[src/rtl/alu_pkg.sv]
// alu_pkg: shared definitions for the multi-cycle RV32I-style ALU.
//   - Operation codes, encoded as {funct7[5], funct3}.
//   - Bit positions inside the 5-bit status word {LTU, V, C, N, Z}.
//   - Control FSM state type.
//   - is_shift(): identifies the ops that use the iterative shifter.
package alu_pkg;

  localparam logic [3:0] ALU_ADD  = 4'b0000;
  localparam logic [3:0] ALU_SUB  = 4'b1000;
  localparam logic [3:0] ALU_SLL  = 4'b0001;
  localparam logic [3:0] ALU_SLT  = 4'b0010;
  localparam logic [3:0] ALU_SLTU = 4'b0011;
  localparam logic [3:0] ALU_XOR  = 4'b0100;
  localparam logic [3:0] ALU_SRL  = 4'b0101;
  localparam logic [3:0] ALU_SRA  = 4'b1101;
  localparam logic [3:0] ALU_OR   = 4'b0110;
  localparam logic [3:0] ALU_AND  = 4'b0111;

  localparam int ST_Z   = 0;
  localparam int ST_N   = 1;
  localparam int ST_C   = 2;
  localparam int ST_V   = 3;
  localparam int ST_LTU = 4;

  typedef enum logic [0:0] {
    S_IDLE  = 1'b0,
    S_SHIFT = 1'b1
  } state_e;

  function automatic logic is_shift(input logic [3:0] op);
    return (op == ALU_SLL) || (op == ALU_SRL) || (op == ALU_SRA);
  endfunction

endpackage

[src/rtl/alu_core.sv]
// alu_core: purely combinational datapath of the ALU.
//   a, b, op  -> res, c, v : single-cycle ops (add/sub/compare/logic).
//                            Shift codes pass a through; they only reach this
//                            path with a zero shift amount.
//   sh_in, sh_op, sh_d -> sh_out : one step of an iterative shift by sh_d bits.
module alu_core
  import alu_pkg::*;
#(
  parameter int XLEN = 32,
  parameter int SHW  = 5
) (
  input  logic [XLEN-1:0] a,
  input  logic [XLEN-1:0] b,
  input  logic [3:0]      op,
  output logic [XLEN-1:0] res,
  output logic            c,
  output logic            v,
  input  logic [XLEN-1:0] sh_in,
  input  logic [3:0]      sh_op,
  input  logic [SHW-1:0]  sh_d,
  output logic [XLEN-1:0] sh_out
);

  logic signed [XLEN-1:0] a_s;
  logic signed [XLEN-1:0] b_s;
  logic signed [XLEN-1:0] sh_in_s;
  logic                   sub;
  logic        [XLEN-1:0] b_eff;
  logic        [XLEN:0]   sum;

  assign a_s     = a;
  assign b_s     = b;
  assign sh_in_s = sh_in;

  // Subtraction is A + ~B + 1, so C = 1 means "no borrow".
  assign sub   = (op == ALU_SUB);
  assign b_eff = sub ? ~b : b;
  assign sum   = {1'b0, a} + {1'b0, b_eff} + {{XLEN{1'b0}}, sub};

  always_comb begin
    res = '0;
    c   = 1'b0;
    v   = 1'b0;
    case (op)
      ALU_ADD, ALU_SUB: begin
        res = sum[XLEN-1:0];
        c   = sum[XLEN];
        // Overflow: both addends share a sign that differs from the sum's.
        v   = (a[XLEN-1] == b_eff[XLEN-1]) && (sum[XLEN-1] != a[XLEN-1]);
      end
      ALU_SLT:  res = {{(XLEN-1){1'b0}}, (a_s < b_s)};
      ALU_SLTU: res = {{(XLEN-1){1'b0}}, (a < b)};
      ALU_XOR:  res = a ^ b;
      ALU_OR:   res = a | b;
      ALU_AND:  res = a & b;
      ALU_SLL, ALU_SRL, ALU_SRA: res = a;
      default:  res = '0;
    endcase
  end

  always_comb begin
    case (sh_op)
      ALU_SLL: sh_out = sh_in << sh_d;
      ALU_SRA: sh_out = sh_in_s >>> sh_d;
      default: sh_out = sh_in >> sh_d;
    endcase
  end

endmodule

[src/rtl/alu_mc.sv]
// alu_mc: handshaked execute-stage ALU.
//   clk, rst          : clock and asynchronous active-high reset
//   in_valid/in_ready : operand handshake (A, B, op)
//   out_valid/out_ready : result handshake (result, status)
//   status            : {LTU, V, C, N, Z}
//   busy              : an iterative shift is in progress
// Non-shift ops and zero-distance shifts complete at the accept edge.
// Shifts with a non-zero distance iterate SHIFT_STEP bits per cycle.
module alu_mc
  import alu_pkg::*;
#(
  parameter int XLEN       = 32,
  parameter int SHIFT_STEP = 1
) (
  input  logic            clk,
  input  logic            rst,
  input  logic            in_valid,
  output logic            in_ready,
  input  logic [XLEN-1:0] A,
  input  logic [XLEN-1:0] B,
  input  logic [3:0]      op,
  output logic            out_valid,
  input  logic            out_ready,
  output logic [XLEN-1:0] result,
  output logic [4:0]      status,
  output logic            busy
);

  localparam int SHW = $clog2(XLEN);
  // A shift distance never exceeds XLEN-1, so capping the per-cycle step
  // at XLEN-1 gives the same min(rem, SHIFT_STEP) while fitting in SHW bits.
  localparam int              STEP_LIM = (SHIFT_STEP >= XLEN) ? (XLEN - 1) : SHIFT_STEP;
  localparam logic [SHW-1:0] STEP_CAP = STEP_LIM[SHW-1:0];

  state_e            state_q, state_d;
  logic [XLEN-1:0]   work_q, work_d;
  logic [SHW-1:0]    rem_q, rem_d;
  logic [3:0]        kind_q, kind_d;
  logic              ltu_q, ltu_d;
  logic              out_valid_q, out_valid_d;
  logic [XLEN-1:0]   result_q, result_d;
  logic [4:0]        status_q, status_d;

  logic [SHW-1:0]    shamt;
  logic [SHW-1:0]    step;
  logic [SHW-1:0]    rem_next;
  logic              accept;
  logic [XLEN-1:0]   core_res;
  logic              core_c;
  logic              core_v;
  logic [XLEN-1:0]   sh_out;

  function automatic logic [4:0] mk_status(input logic [XLEN-1:0] r, input logic c,
                                           input logic v, input logic ltu);
    logic [4:0] s;
    s         = '0;
    s[ST_Z]   = (r == '0);
    s[ST_N]   = r[XLEN-1];
    s[ST_C]   = c;
    s[ST_V]   = v;
    s[ST_LTU] = ltu;
    return s;
  endfunction

  assign shamt     = B[SHW-1:0];
  assign in_ready  = !rst && (state_q == S_IDLE) && (!out_valid_q || out_ready);
  assign accept    = in_valid && in_ready;
  assign step      = (rem_q > STEP_CAP) ? STEP_CAP : rem_q;
  assign rem_next  = rem_q - step;

  assign out_valid = out_valid_q;
  assign result    = result_q;
  assign status    = status_q;
  assign busy      = (state_q == S_SHIFT);

  alu_core #(
    .XLEN (XLEN),
    .SHW  (SHW)
  ) u_core (
    .a      (A),
    .b      (B),
    .op     (op),
    .res    (core_res),
    .c      (core_c),
    .v      (core_v),
    .sh_in  (work_q),
    .sh_op  (kind_q),
    .sh_d   (step),
    .sh_out (sh_out)
  );

  always_comb begin
    state_d     = state_q;
    work_d      = work_q;
    rem_d       = rem_q;
    kind_d      = kind_q;
    ltu_d       = ltu_q;
    out_valid_d = out_valid_q;
    result_d    = result_q;
    status_d    = status_q;

    if (out_valid_q && out_ready) begin
      out_valid_d = 1'b0;
    end

    case (state_q)
      S_IDLE: begin
        if (accept) begin
          if (is_shift(op) && (shamt != '0)) begin
            work_d  = A;
            rem_d   = shamt;
            kind_d  = op;
            // LTU refers to the original operands, so capture it now.
            ltu_d   = (A < B);
            state_d = S_SHIFT;
          end else begin
            result_d    = core_res;
            status_d    = mk_status(core_res, core_c, core_v, (A < B));
            out_valid_d = 1'b1;
          end
        end
      end
      S_SHIFT: begin
        work_d = sh_out;
        rem_d  = rem_next;
        if (rem_next == '0) begin
          result_d    = sh_out;
          status_d    = mk_status(sh_out, 1'b0, 1'b0, ltu_q);
          out_valid_d = 1'b1;
          state_d     = S_IDLE;
        end
      end
      default: state_d = S_IDLE;
    endcase
  end

  always_ff @(posedge clk or posedge rst) begin
    if (rst) begin
      state_q     <= S_IDLE;
      work_q      <= '0;
      rem_q       <= '0;
      kind_q      <= ALU_ADD;
      ltu_q       <= 1'b0;
      out_valid_q <= 1'b0;
      result_q    <= '0;
      status_q    <= '0;
    end else begin
      state_q     <= state_d;
      work_q      <= work_d;
      rem_q       <= rem_d;
      kind_q      <= kind_d;
      ltu_q       <= ltu_d;
      out_valid_q <= out_valid_d;
      result_q    <= result_d;
      status_q    <= status_d;
    end
  end

endmodule

[config.mk]
export PLATFORM = sky130hd
export DESIGN_NAME = alu_mc
export DESIGN_NICKNAME = d
export VERILOG_FILES = /design/src/rtl/alu_pkg.sv /design/src/rtl/alu_core.sv /design/src/rtl/alu_mc.sv
export SDC_FILE = /design/constraint.sdc
export NUM_CORES = 1
export LEC_CHECK = 0
export BUFFER_PORTS_ARGS = -buffer_cell sky130_fd_sc_hd__buf_4
export CORE_ASPECT_RATIO = 0.75
export CORE_MARGIN = 3
export CORE_UTILIZATION = 50
export CTS_CLUSTER_SIZE = 40
export DETAILED_ROUTE_END_ITERATION = 8
export PLACE_DENSITY = 0.69
export SLEW_MARGIN = 20
export SYNTH_ARGS = -nofsm -noshare
export SYNTH_HDL_FRONTEND = slang
export SYNTH_SLANG_ARGS = --single-unit
[constraint.sdc]
create_clock -name clk -period 3.7 [get_ports clk]
set_input_delay 0.185 -clock clk [delete_from_list [all_inputs] [get_ports clk]]
set_output_delay 0.185 -clock clk [all_outputs]
set_load 0.02 [all_outputs]
==> report_table.html, run 1 <==
<table>
<tr><th>Metric</th><th>Value</th></tr>
<tr><th colspan="2">Clock tree</th></tr>
<tr><td>Number of buffers added by the clock tree synthesis step</td><td>9</td></tr>
<tr><td>Clk root buf</td><td>sky130_fd_sc_hd__clkbuf_16</td></tr>
<tr><td>Reg clk slew, reported paths</td><td>0.07 ns</td></tr>
<tr><td>Clk_lat worst skew</td><td>0.34 ns</td></tr>
<tr><td>Clock net sink count</td><td>80</td></tr>
<tr><td>Buffers from clock root to sink, at most</td><td>2</td></tr>
<tr><td>Maximum level of the CTS H-tree</td><td>3</td></tr>
<tr><td>CTS tree</td><td>done</td></tr>
<tr><th colspan="2">Timing</th></tr>
<tr><td>Fraction of the cycle the final worst path needs</td><td>0.961</td></tr>
<tr><td>Final TNS setup</td><td>0 ns</td></tr>
<tr><td>Final-layout worst hold slack</td><td>-0.00307 ns</td></tr>
<tr><td>Endpoints failing setup</td><td>0</td></tr>
<tr><td>Final setup slack of the worst path</td><td>0.145 ns</td></tr>
<tr><td>Final critical path time including I/O delays and setup</td><td>3.56 ns</td></tr>
<tr><td>Normalized max-slew margin</td><td>0.514</td></tr>
<tr><td>Achievable Freq</td><td>0.281 GHz</td></tr>
<tr><td>Setup clock skew after layout</td><td>0.00887 ns</td></tr>
<tr><td>Worst Tran Pin Value</td><td>0.730 ns</td></tr>
<tr><td>Final hold violations</td><td>9</td></tr>
<tr><td>Number of pins exceeding their max-slew limit in the final report</td><td>0</td></tr>
<tr><th colspan="2">Cells and area</th></tr>
<tr><td># fillers</td><td>1475</td></tr>
<tr><td>Number of standard cells in the layout, taps in and fillers out</td><td>1622</td></tr>
<tr><td>Layout Cell Area excl Fill</td><td>11800 sq um</td></tr>
<tr><td>Final Net Count</td><td>1591</td></tr>
<tr><td>Antenna cell count</td><td>0</td></tr>
<tr><td>Area overhead of the layout relative to synthesis</td><td>30.4%</td></tr>
<tr><td>Ratio of cells with drive above 1 in the final layout</td><td>0.254</td></tr>
<tr><th colspan="2">Die</th></tr>
<tr><td>Die area</td><td>19700 sq um</td></tr>
<tr><td>Die Span X</td><td>161 um</td></tr>
<tr><td>Vertical die dimension</td><td>122 um</td></tr>
<tr><td>Cell row count</td><td>41</td></tr>
<tr><td>Core region area</td><td>17300 sq um</td></tr>
<tr><td>Starting density of the core</td><td>0.523</td></tr>
<tr><td>I/O pins</td><td>112</td></tr>
<tr><th colspan="2">Logic synthesis</th></tr>
<tr><td>Number of warnings reported in the yosys synthesis log</td><td>0</td></tr>
<tr><td>Most repeated cell in the gate-level netlist after synthesis</td><td>sky130_fd_sc_hd__nand2_1</td></tr>
<tr><td>Area fraction of the dominant cell type after synthesis</td><td>0.221</td></tr>
<tr><td>Post-synth top area cell</td><td>sky130_fd_sc_hd__dfrtp_1</td></tr>
<tr><td>Count of flip-flops with a built-in enable after synthesis</td><td>0</td></tr>
<tr><td>Dominant register cell in the synthesized netlist</td><td>sky130_fd_sc_hd__dfrtp_1</td></tr>
<tr><td>Post-Syn Instances</td><td>1155</td></tr>
<tr><td>Sequential fraction of the synthesis area</td><td>0.221</td></tr>
<tr><td>Post-synthesis instance area</td><td>9040 sq um</td></tr>
<tr><td>Ranking of synthesized cells by area</td><td>sky130_fd_sc_hd__dfrtp_1 22%, sky130_fd_sc_hd__ha_1 19%, sky130_fd_sc_hd__nand2_1 6.4%</td></tr>
<tr><td>Syn Area/Cell</td><td>7.83 sq um</td></tr>
<tr><td>Total nets after synthesis</td><td>1365</td></tr>
<tr><td>Fraction of registers with async set or reset after synthesis</td><td>1.00</td></tr>
<tr><td>Post-synth cell types</td><td>74</td></tr>
<tr><td>Cell types with the highest counts after synthesis</td><td>155 x sky130_fd_sc_hd__nand2_1, 137 x sky130_fd_sc_hd__ha_1, 105 x sky130_fd_sc_hd__a21oi_1</td></tr>
<tr><td>Seq cells post-synth</td><td>80</td></tr>
<tr><th colspan="2">Power and ir drop</th></tr>
<tr><td>Max VDD drop</td><td>0.426 mV</td></tr>
<tr><td>Total power divided by cell area</td><td>527 nW/um^2</td></tr>
<tr><td>Total Power Consumption</td><td>6210 uW</td></tr>
<tr><td>Cell leakage power</td><td>0.00561 uW</td></tr>
<tr><th colspan="2">Place</th></tr>
<tr><td>Count of placed standard cells including taps</td><td>1598</td></tr>
<tr><td>Port Buffer Count</td><td>111</td></tr>
<tr><td>Cell area after placement</td><td>11200 sq um</td></tr>
<tr><td>Placer Congestion</td><td>1.01</td></tr>
<tr><td>DP Wirelength</td><td>26.2 mm</td></tr>
<tr><td>Minimum setup slack after placement</td><td>-0.378 ns</td></tr>
<tr><th colspan="2">Routing</th></tr>
<tr><td>Routed Antenna Nets</td><td>0</td></tr>
<tr><td>Number of violations reported at the end of detailed-routing iteration 0</td><td>1499</td></tr>
<tr><td>Via count normalized by instance count</td><td>6.23</td></tr>
<tr><td>Number of detailed-route iterations in the first pass</td><td>7</td></tr>
<tr><td>Final Routed Wirelength</td><td>34.3 mm</td></tr>
<tr><td>Total via count after detailed routing</td><td>10100</td></tr>
<tr><td>Average wire length per cell after detail routing</td><td>21.2 um</td></tr>
<tr><td>Detailed-route DRC error count</td><td>0</td></tr>
<tr><th colspan="2">Global route</th></tr>
<tr><td>Maximum number of pins on one net before global-route repair</td><td>60</td></tr>
<tr><td>Global route overflow</td><td>0</td></tr>
<tr><td>First-pass GRT wire length</td><td>51.3 mm</td></tr>
<tr><td>Total global-route track usage</td><td>0.334</td></tr>
<tr><td>Initial antenna violation count</td><td>0</td></tr>
<tr><td>Number of global-route vias before repair</td><td>9130</td></tr>
<tr><th colspan="2">Setup path</th></tr>
<tr><td>Data required time at the worst endpoint</td><td>3.97 ns</td></tr>
<tr><td>Critical path start-end classification</td><td>in -&gt; reg</td></tr>
<tr><td>Critical path arrival</td><td>3.83 ns</td></tr>
<tr><td>Worst-path fanout max</td><td>11</td></tr>
<tr><td>Cells along the critical path</td><td>buf_4 -&gt; nor4b_4 -&gt; buf_6 -&gt; buf_12 -&gt; buf_12 -&gt; xnor2_1 -&gt; ha_1 -&gt; a21oi_2 -&gt; o211ai_1 -&gt; a41oi_2 -&gt; o2111ai_2 -&gt; o21a_4 -&gt; xnor2_2 -&gt; o221ai_2 -&gt; or4bb_1 -&gt; nor4_2 -&gt; nand4_1 -&gt; o21ai_1</td></tr>
<tr><td>FF-to-FF Start</td><td>rem_q[2]</td></tr>
<tr><td>Worst Setup SP</td><td>op[2]</td></tr>
<tr><td>Cell occurring most often along the worst timing path</td><td>sky130_fd_sc_hd__buf_12</td></tr>
<tr><td>CP max stage delay</td><td>0.54 ns</td></tr>
<tr><td>Slowest library cell on the worst path</td><td>sky130_fd_sc_hd__or4bb_1</td></tr>
<tr><td>Worst setup EP type</td><td>flip-flop</td></tr>
<tr><td>CP startpoint kind</td><td>input pin</td></tr>
<tr><th colspan="2">Outcome</th></tr>
<tr><td>Outcome</td><td>complete, but fails checks</td></tr>
<tr><td>Violations in the final reports</td><td>hold timing</td></tr>
<tr><th colspan="2">Min path</th></tr>
<tr><td>Min-Delay Path Class</td><td>in -&gt; async</td></tr>
<tr><th colspan="2">Run</th></tr>
<tr><td>Total of max-cap violations</td><td>0</td></tr>
</table>
-- per-stage QoR --
step	hold slack, ns	util
2_1_floorplan	0.301	-
3_3_place_gp	0.463	0.646
3_5_place_dp	0.462	0.646
4_1_cts	0.108	0.665
5_1_grt	0.0484	0.682
6_report	-0.00307	0.682
-- what timing repair did --
item                       CTS  global route
hold buffers                 0             0
buffers inserted             0             6
pin swaps                    0            23
cloned                       1             1
resized for setup            2            46
setup endpoints to repair    1             7
-- worst paths after layout --
kind	depth (start not counted)	to	slack, ns
max in group asynchronous	3	work_q[10]	2.92
max	18	status[0]	0.14
max reg2reg	14	status[0]	0.24
min reg2reg	1	result[0]	0.48
min	2	work_q[2]	-0.003
min in group clk	3	rem_q[4]	0.11
-- kinds of logic after synthesis --
kind of cell    count (synthesis)  synth area share
buf+inv                       152            0.0645
simple gates                  344             0.180
fa+ha+maj                     138             0.192
compound gates                371             0.272
xor+xnor                       59            0.0572
flops                          80             0.221
mux                            11            0.0129
-- cell usage in the layout (no fill, tap or decap), types with 4 or more instances in the layout --
| cell type | instances |
|---|---|
| sky130_fd_sc_hd__a21oi_1 | 97 |
| sky130_fd_sc_hd__buf_4 | 273 |
| sky130_fd_sc_hd__o21ai_0 | 54 |
| sky130_fd_sc_hd__xnor2_1 | 45 |
| sky130_fd_sc_hd__a211oi_2 | 4 |
| sky130_fd_sc_hd__o21a_1 | 7 |
| sky130_fd_sc_hd__nand4b_1 | 4 |
| sky130_fd_sc_hd__a222oi_1 | 16 |
| sky130_fd_sc_hd__o21ai_1 | 19 |
| sky130_fd_sc_hd__clkbuf_16 | 10 |
| sky130_fd_sc_hd__a21oi_2 | 8 |
| sky130_fd_sc_hd__nand3_1 | 19 |
| sky130_fd_sc_hd__nor3_1 | 16 |
| sky130_fd_sc_hd__inv_1 | 87 |
| sky130_fd_sc_hd__a22oi_1 | 40 |
| sky130_fd_sc_hd__nor3_2 | 4 |
| sky130_fd_sc_hd__o221ai_1 | 20 |
| sky130_fd_sc_hd__nor2b_1 | 12 |
| sky130_fd_sc_hd__dfrtp_1 | 80 |
| sky130_fd_sc_hd__xor2_1 | 11 |
| sky130_fd_sc_hd__o21bai_1 | 7 |
| sky130_fd_sc_hd__nor2_1 | 60 |
| sky130_fd_sc_hd__nand2b_1 | 8 |
| sky130_fd_sc_hd__a211oi_1 | 9 |
| sky130_fd_sc_hd__ha_1 | 134 |
| sky130_fd_sc_hd__a31oi_1 | 19 |
| sky130_fd_sc_hd__o211ai_1 | 8 |
| sky130_fd_sc_hd__mux2_2 | 5 |
| sky130_fd_sc_hd__a221o_1 | 11 |
| sky130_fd_sc_hd__nand2_1 | 154 |
| sky130_fd_sc_hd__and2_1 | 6 |
| sky130_fd_sc_hd__a21o_1 | 7 |
| sky130_fd_sc_hd__mux2i_1 | 6 |
| sky130_fd_sc_hd__nand3b_1 | 8 |
| sky130_fd_sc_hd__nand4_1 | 12 |
| sky130_fd_sc_hd__o31ai_1 | 6 |
| sky130_fd_sc_hd__nor4_1 | 11 |
-- worst max-delay path, delay by kind of cell --
kind | cells | cell delay (ns)
simple gates | 4 | 1.18
xor+xnor | 2 | 0.30
fa+ha+maj | 1 | 0.28
compound gates | 7 | 1.26
buf+inv | 4 | 0.59
-- power breakdown --
part | switching, uW | internal, uW
clock network | 379 | 460
logic | 2260 | 1530
registers | 340 | 1240
total | 2980 | 3230
-- cell type report --
type                       count  area (sq um)  area share
multi-input combinational    923          6700       0.569
timing repair buffer         279          2170       0.184
sequential                    80          2000       0.170
inverter                      88           333      0.0282
tap                          236           295      0.0251
clock buffer                   9           225      0.0191
clock inverter                 7          57.6     0.00488
-- per-layer routing --
metal / global-route usage / part of all wire / up-vias
li1: - / - / 4658
met1: 0.511 / 0.44 / 4782
met2: 0.475 / 0.40 / 619
met3: 0.0796 / 0.14 / 51
met4: 0.0677 / 0.016 / 0
met5: 0 / 0 / -
-- state kept, by name, summed over array words and instances, names as in the netlist --
signal     count
work_q        32
result        31
rem_q          5
status         5
kind_q         4
busy           1
ltu_q          1
out_valid      1
No activity file was read; power rests on OpenSTA's default activity.
==> run 2, diff against run 1 <==
CORE_MARGIN = 2   (was 3)
==> run 2 against run 1 <==
The flow now finishes without violations. Final cell count increased by 0.31%. Setup slack worse by 0.046 ns. Via count fell by 1.1%. Sequential power barely moved. Routed wire length down 3.1%. Combinational power decreased by 2%. Sequential share of layout area about the same. Critical endpoint unchanged.
==> report_table.html, run 2 (synthesis results as in run 1) <==
<table>
<tr><th>Metric</th><th>Value</th></tr>
<tr><th colspan="2">Outcome</th></tr>
<tr><td>Outcome</td><td>finished clean</td></tr>
<tr><th colspan="2">Routing</th></tr>
<tr><td>Average wire length per cell after detail routing</td><td>20.5 um (-3.4%)</td></tr>
<tr><td>Final Routed Wirelength</td><td>33.3 mm (-3.1%)</td></tr>
<tr><td>Routed Antenna Nets</td><td>0 (unchanged)</td></tr>
<tr><td>Total via count after detailed routing</td><td>9998 (-1.1%)</td></tr>
<tr><td>Length of routed met3 wiring</td><td>3.93 mm (-16%)</td></tr>
<tr><td>Number of detailed-route iterations in the first pass</td><td>6 (-1)</td></tr>
<tr><td>Met1 Wirelength</td><td>14.9 mm (-2.0%)</td></tr>
<tr><td>Via count normalized by instance count</td><td>6.15 (-1.4%)</td></tr>
<tr><td>Wire length on met2</td><td>13.8 mm (-0.15%)</td></tr>
<tr><td>Detailed-route DRC error count</td><td>0 (unchanged)</td></tr>
<tr><td>Uppermost layer routed</td><td>met4</td></tr>
<tr><td>Number of violations reported at the end of detailed-routing iteration 0</td><td>1285 (-14%)</td></tr>
<tr><th colspan="2">Clock tree</th></tr>
<tr><td>CTS tree</td><td>done</td></tr>
<tr><td>Number of buffers added by the clock tree synthesis step</td><td>9 (unchanged)</td></tr>
<tr><td>Reg clk slew, reported paths</td><td>0.06 ns (about the same)</td></tr>
<tr><td>Clk root buf</td><td>sky130_fd_sc_hd__clkbuf_16</td></tr>
<tr><td>Buffers from clock root to sink, at most</td><td>2 (unchanged)</td></tr>
<tr><td>Maximum level of the CTS H-tree</td><td>3 (unchanged)</td></tr>
<tr><td>Clock net sink count</td><td>80 (unchanged)</td></tr>
<tr><td>Clk_lat worst skew</td><td>0.34 ns (about the same)</td></tr>
<tr><td>CTS Hold Buffers Added</td><td>0 (unchanged)</td></tr>
<tr><th colspan="2">Timing</th></tr>
<tr><td>Setup clock skew after layout</td><td>0.00486 ns (-0.00400 ns)</td></tr>
<tr><td>Number of pins exceeding their max-slew limit in the final report</td><td>0 (unchanged)</td></tr>
<tr><td>Final critical path time including I/O delays and setup</td><td>3.60 ns (+0.0462 ns)</td></tr>
<tr><td>Endpoints failing setup</td><td>0 (unchanged)</td></tr>
<tr><td>Worst Tran Pin Value</td><td>0.990 ns (+0.260 ns)</td></tr>
<tr><td>Final hold violations</td><td>0 (-9)</td></tr>
<tr><td>Achievable Freq</td><td>0.278 GHz (-1.3%)</td></tr>
<tr><td>Final-layout worst hold slack</td><td>0.0611 ns (+0.0641 ns)</td></tr>
<tr><td>Fraction of the cycle the final worst path needs</td><td>0.973 (+0.0125)</td></tr>
<tr><td>Normalized max-slew margin</td><td>0.339 (-0.174)</td></tr>
<tr><th colspan="2">Global route</th></tr>
<tr><td>Total global-route track usage</td><td>0.337 (+0.00325)</td></tr>
<tr><td>First-pass GRT wire length</td><td>50.4 mm (-1.8%)</td></tr>
<tr><td>Global route overflow</td><td>0 (unchanged)</td></tr>
<tr><td>Maximum number of pins on one net before global-route repair</td><td>57 (-5.0%)</td></tr>
<tr><td>Number of global-route vias before repair</td><td>9052 (-0.85%)</td></tr>
<tr><td>Initial antenna violation count</td><td>0 (unchanged)</td></tr>
<tr><th colspan="2">Setup path</th></tr>
<tr><td>Family of cells with the greatest summed delay on the critical path</td><td>compound AO/OA/AOI/OAI gates</td></tr>
<tr><td>R2R setup slack</td><td>0.23 ns (about the same)</td></tr>
<tr><td>CP max stage delay</td><td>0.55 ns (about the same)</td></tr>
<tr><td>End of the critical path</td><td>status[0]</td></tr>
<tr><td>Cell occurring most often along the worst timing path</td><td>sky130_fd_sc_hd__buf_4</td></tr>
<tr><td>Buffers plus inverters on the worst setup path</td><td>4 (unchanged)</td></tr>
<tr><td>Worst setup EP type</td><td>flip-flop</td></tr>
<tr><td>Critical path start-end classification</td><td>in -&gt; reg</td></tr>
<tr><td>Slowest library cell on the worst path</td><td>sky130_fd_sc_hd__or4bb_1</td></tr>
<tr><td>FF-to-FF Start</td><td>rem_q[2]</td></tr>
<tr><td>Path length in cells of the critical path</td><td>18 (unchanged)</td></tr>
<tr><td>Worst-path fanout max</td><td>4 (-7)</td></tr>
<tr><td>CP startpoint kind</td><td>input pin</td></tr>
<tr><td>Critical path arrival</td><td>3.87 ns (+0.04 ns)</td></tr>
<tr><td>Reg-to-reg endpoint</td><td>status[0]</td></tr>
<tr><td>Data required time at the worst endpoint</td><td>3.97 ns (about the same)</td></tr>
<tr><td>Cells along the critical path</td><td>buf_4 -&gt; nor4b_4 -&gt; buf_6 -&gt; xnor2_2 -&gt; buf_4 -&gt; ha_1 -&gt; a311o_1 -&gt; a31o_4 -&gt; a21oi_4 -&gt; a211oi_2 -&gt; buf_4 -&gt; o21a_4 -&gt; xnor2_2 -&gt; o221ai_2 -&gt; or4bb_1 -&gt; nor4_2 -&gt; nand4_1 -&gt; o21ai_1</td></tr>
<tr><td>Worst Reg-to-Reg Cells</td><td>14 (unchanged)</td></tr>
<tr><td>Worst Setup SP</td><td>op[2]</td></tr>
<tr><th colspan="2">Cells and area</th></tr>
<tr><td>Register ranked first by flip-flop count</td><td>work_q</td></tr>
<tr><td>Layout Utilization</td><td>0.667 (-0.0145)</td></tr>
<tr><td>Ratio of cells with drive above 1 in the final layout</td><td>0.248 (-0.00631)</td></tr>
<tr><td>Highest-count cells in the layout ignoring fill and taps</td><td>272 x sky130_fd_sc_hd__buf_4, 155 x sky130_fd_sc_hd__nand2_1, 136 x sky130_fd_sc_hd__ha_1</td></tr>
<tr><td># fillers</td><td>1548 (+4.9%)</td></tr>
<tr><td>Area overhead of the layout relative to synthesis</td><td>30.3% (about the same)</td></tr>
<tr><td>Register Area</td><td>2000 sq um (unchanged)</td></tr>
<tr><td>Antenna cell count</td><td>0 (unchanged)</td></tr>
<tr><td>Most common cell after layout, fill and taps aside</td><td>sky130_fd_sc_hd__buf_4</td></tr>
<tr><td>Final Net Count</td><td>1591 (unchanged)</td></tr>
<tr><td>Combined area of the multi-input logic cells</td><td>6660 sq um (-0.65%)</td></tr>
<tr><td>Max FFs per register</td><td>32 (unchanged)</td></tr>
<tr><th colspan="2">Power and ir drop</th></tr>
<tr><td>Fraction of power consumed by sequential logic</td><td>0.255 (about the same)</td></tr>
<tr><td>Sw Ratio</td><td>0.468 (-0.0117)</td></tr>
<tr><td>Reported net switching power</td><td>2900 uW (-2.8%)</td></tr>
<tr><td>Cell leakage power</td><td>0.00563 uW (+0.42%)</td></tr>
<tr><td>Max VDD drop</td><td>0.446 mV (+4.6%)</td></tr>
<tr><td>Total power divided by cell area</td><td>525 nW/um^2 (-0.38%)</td></tr>
<tr><td>Combinational Power Share</td><td>0.603 (-0.007)</td></tr>
<tr><td>Clock power frac</td><td>0.142 (+0.007)</td></tr>
<tr><td>Internal power component</td><td>3290 uW (+1.8%)</td></tr>
<tr><th colspan="2">Place</th></tr>
<tr><td>Placer Congestion</td><td>0.979 (-3.4%)</td></tr>
<tr><td>DP Wirelength</td><td>25.2 mm (-3.7%)</td></tr>
<tr><td>Port Buffer Count</td><td>111 (unchanged)</td></tr>
<tr><th colspan="2">Die</th></tr>
<tr><td>Vertical die dimension</td><td>120 um (-1.6%)</td></tr>
<tr><td>I/O pins</td><td>112 (unchanged)</td></tr>
<tr><td>Die Span X</td><td>159 um (-1.2%)</td></tr>
<tr><td>Starting density of the core</td><td>0.512 (-0.0109)</td></tr>
<tr><td>Cell row count</td><td>42 (+2.4%)</td></tr>
<tr><td>Die area</td><td>19200 sq um (-2.9%)</td></tr>
<tr><td>Core region area</td><td>17700 sq um (+2.1%)</td></tr>
<tr><th colspan="2">Run</th></tr>
<tr><td>Total of max-cap violations</td><td>0 (unchanged)</td></tr>
<tr><th colspan="2">Min path</th></tr>
<tr><td>Min-Delay Path Class</td><td>in -&gt; async</td></tr>
</table>
[run 2: changes by cell type in the layout (fill, tap and decap cells not counted), moves of 2 or more]
cell / change
sky130_fd_sc_hd__clkinv_2: +4
sky130_fd_sc_hd__clkinvlp_4: -3
sky130_fd_sc_hd__clkinv_4: -3
sky130_fd_sc_hd__ha_1: +2
sky130_fd_sc_hd__o21ai_2: -2
sky130_fd_sc_hd__nor4_1: +2
sky130_fd_sc_hd__nor4_2: -2
sky130_fd_sc_hd__o21ai_1: +3
[run 2: final cells by class]
cell class | count | share of cell area
sequential | 80 | 0.170
timing repair buffer | 279 | 0.187
multi-input combinational | 923 | 0.565
inverter | 88 | 0.0281
tap | 242 | 0.0257
clock inverter | 4 | 0.00382
clock buffer | 11 | 0.0206
[run 2: power groups by stage]
| stage | logic [uW] | registers, uW | clock network (uW) |
|---|---|---|---|
| 2_1_floorplan | 2090 | 1700 | 0 |
| 3_3_place_gp | 3530 | 1570 | 0 |
| 3_5_place_dp | 3600 | 1570 | 0 |
| 4_1_cts | 3610 | 1570 | 882 |
| 5_1_grt | 4070 | 1620 | 926 |
| 6_report | 3730 | 1580 | 880 |
[run 2: how the worst min path moves through the flow]
stage          startpoint   endpoint  slack, ns  cells past startpoint
6_report              rst  kind_q[1]       0.06                      2
3_5_place_dp          rst       busy       0.45                      2
2_1_floorplan        B[4]   rem_q[4]       0.30                      2
4_1_cts               rst       busy       0.08                      2
3_3_place_gp          rst  result[0]       0.44                      2
5_1_grt               rst  kind_q[1]       0.13                      2
[run 2: what timing repair did]
action                                  CTS  global route
resized for setup                         1            41
buffers inserted                          0            11
cloned                                    1             1
endpoints found under the setup margin    1             8
pin swaps                                 0            18
[run 2: per-stage QoR]
step	worst slack, ns	instance area, sq um	total power [uW]	TNS (ns)	std cells
6_report	0.0987	11800	6190	0	1627
4_1_cts	0.00713	11500	6060	0	1614
2_1_floorplan	0.0218	9050	3790	0	1155
5_1_grt	-0.0919	11800	6610	-0.0919	1627
3_3_place_gp	-0.294	11100	5110	-1.20	1598
3_5_place_dp	-0.368	11100	5170	-1.57	1598
[run 2: layer usage]
metal,global-route usage,vias to the layer above
met1,0.505,4735
li1,-,4653
met4,0.0795,0
met2,0.491,566
met3,0.0731,44
met5,0,-
[run 2: worst reg2reg max path, cell delays in order (launching register included)]
cell                        delay, ns
sky130_fd_sc_hd__dfrtp_1         0.46
sky130_fd_sc_hd__nor4_1          0.09
sky130_fd_sc_hd__or2_2           0.31
sky130_fd_sc_hd__ha_1            0.23
sky130_fd_sc_hd__nand4bb_1       0.22
sky130_fd_sc_hd__a211oi_2        0.26
sky130_fd_sc_hd__o211ai_2        0.13
sky130_fd_sc_hd__and2_1          0.24
sky130_fd_sc_hd__and4bb_1        0.29
sky130_fd_sc_hd__nand4_1         0.11
sky130_fd_sc_hd__nor4_1          0.33
sky130_fd_sc_hd__nand4_1         0.15
sky130_fd_sc_hd__nor4_2          0.32
sky130_fd_sc_hd__nand4_1         0.12
sky130_fd_sc_hd__o21ai_1         0.12
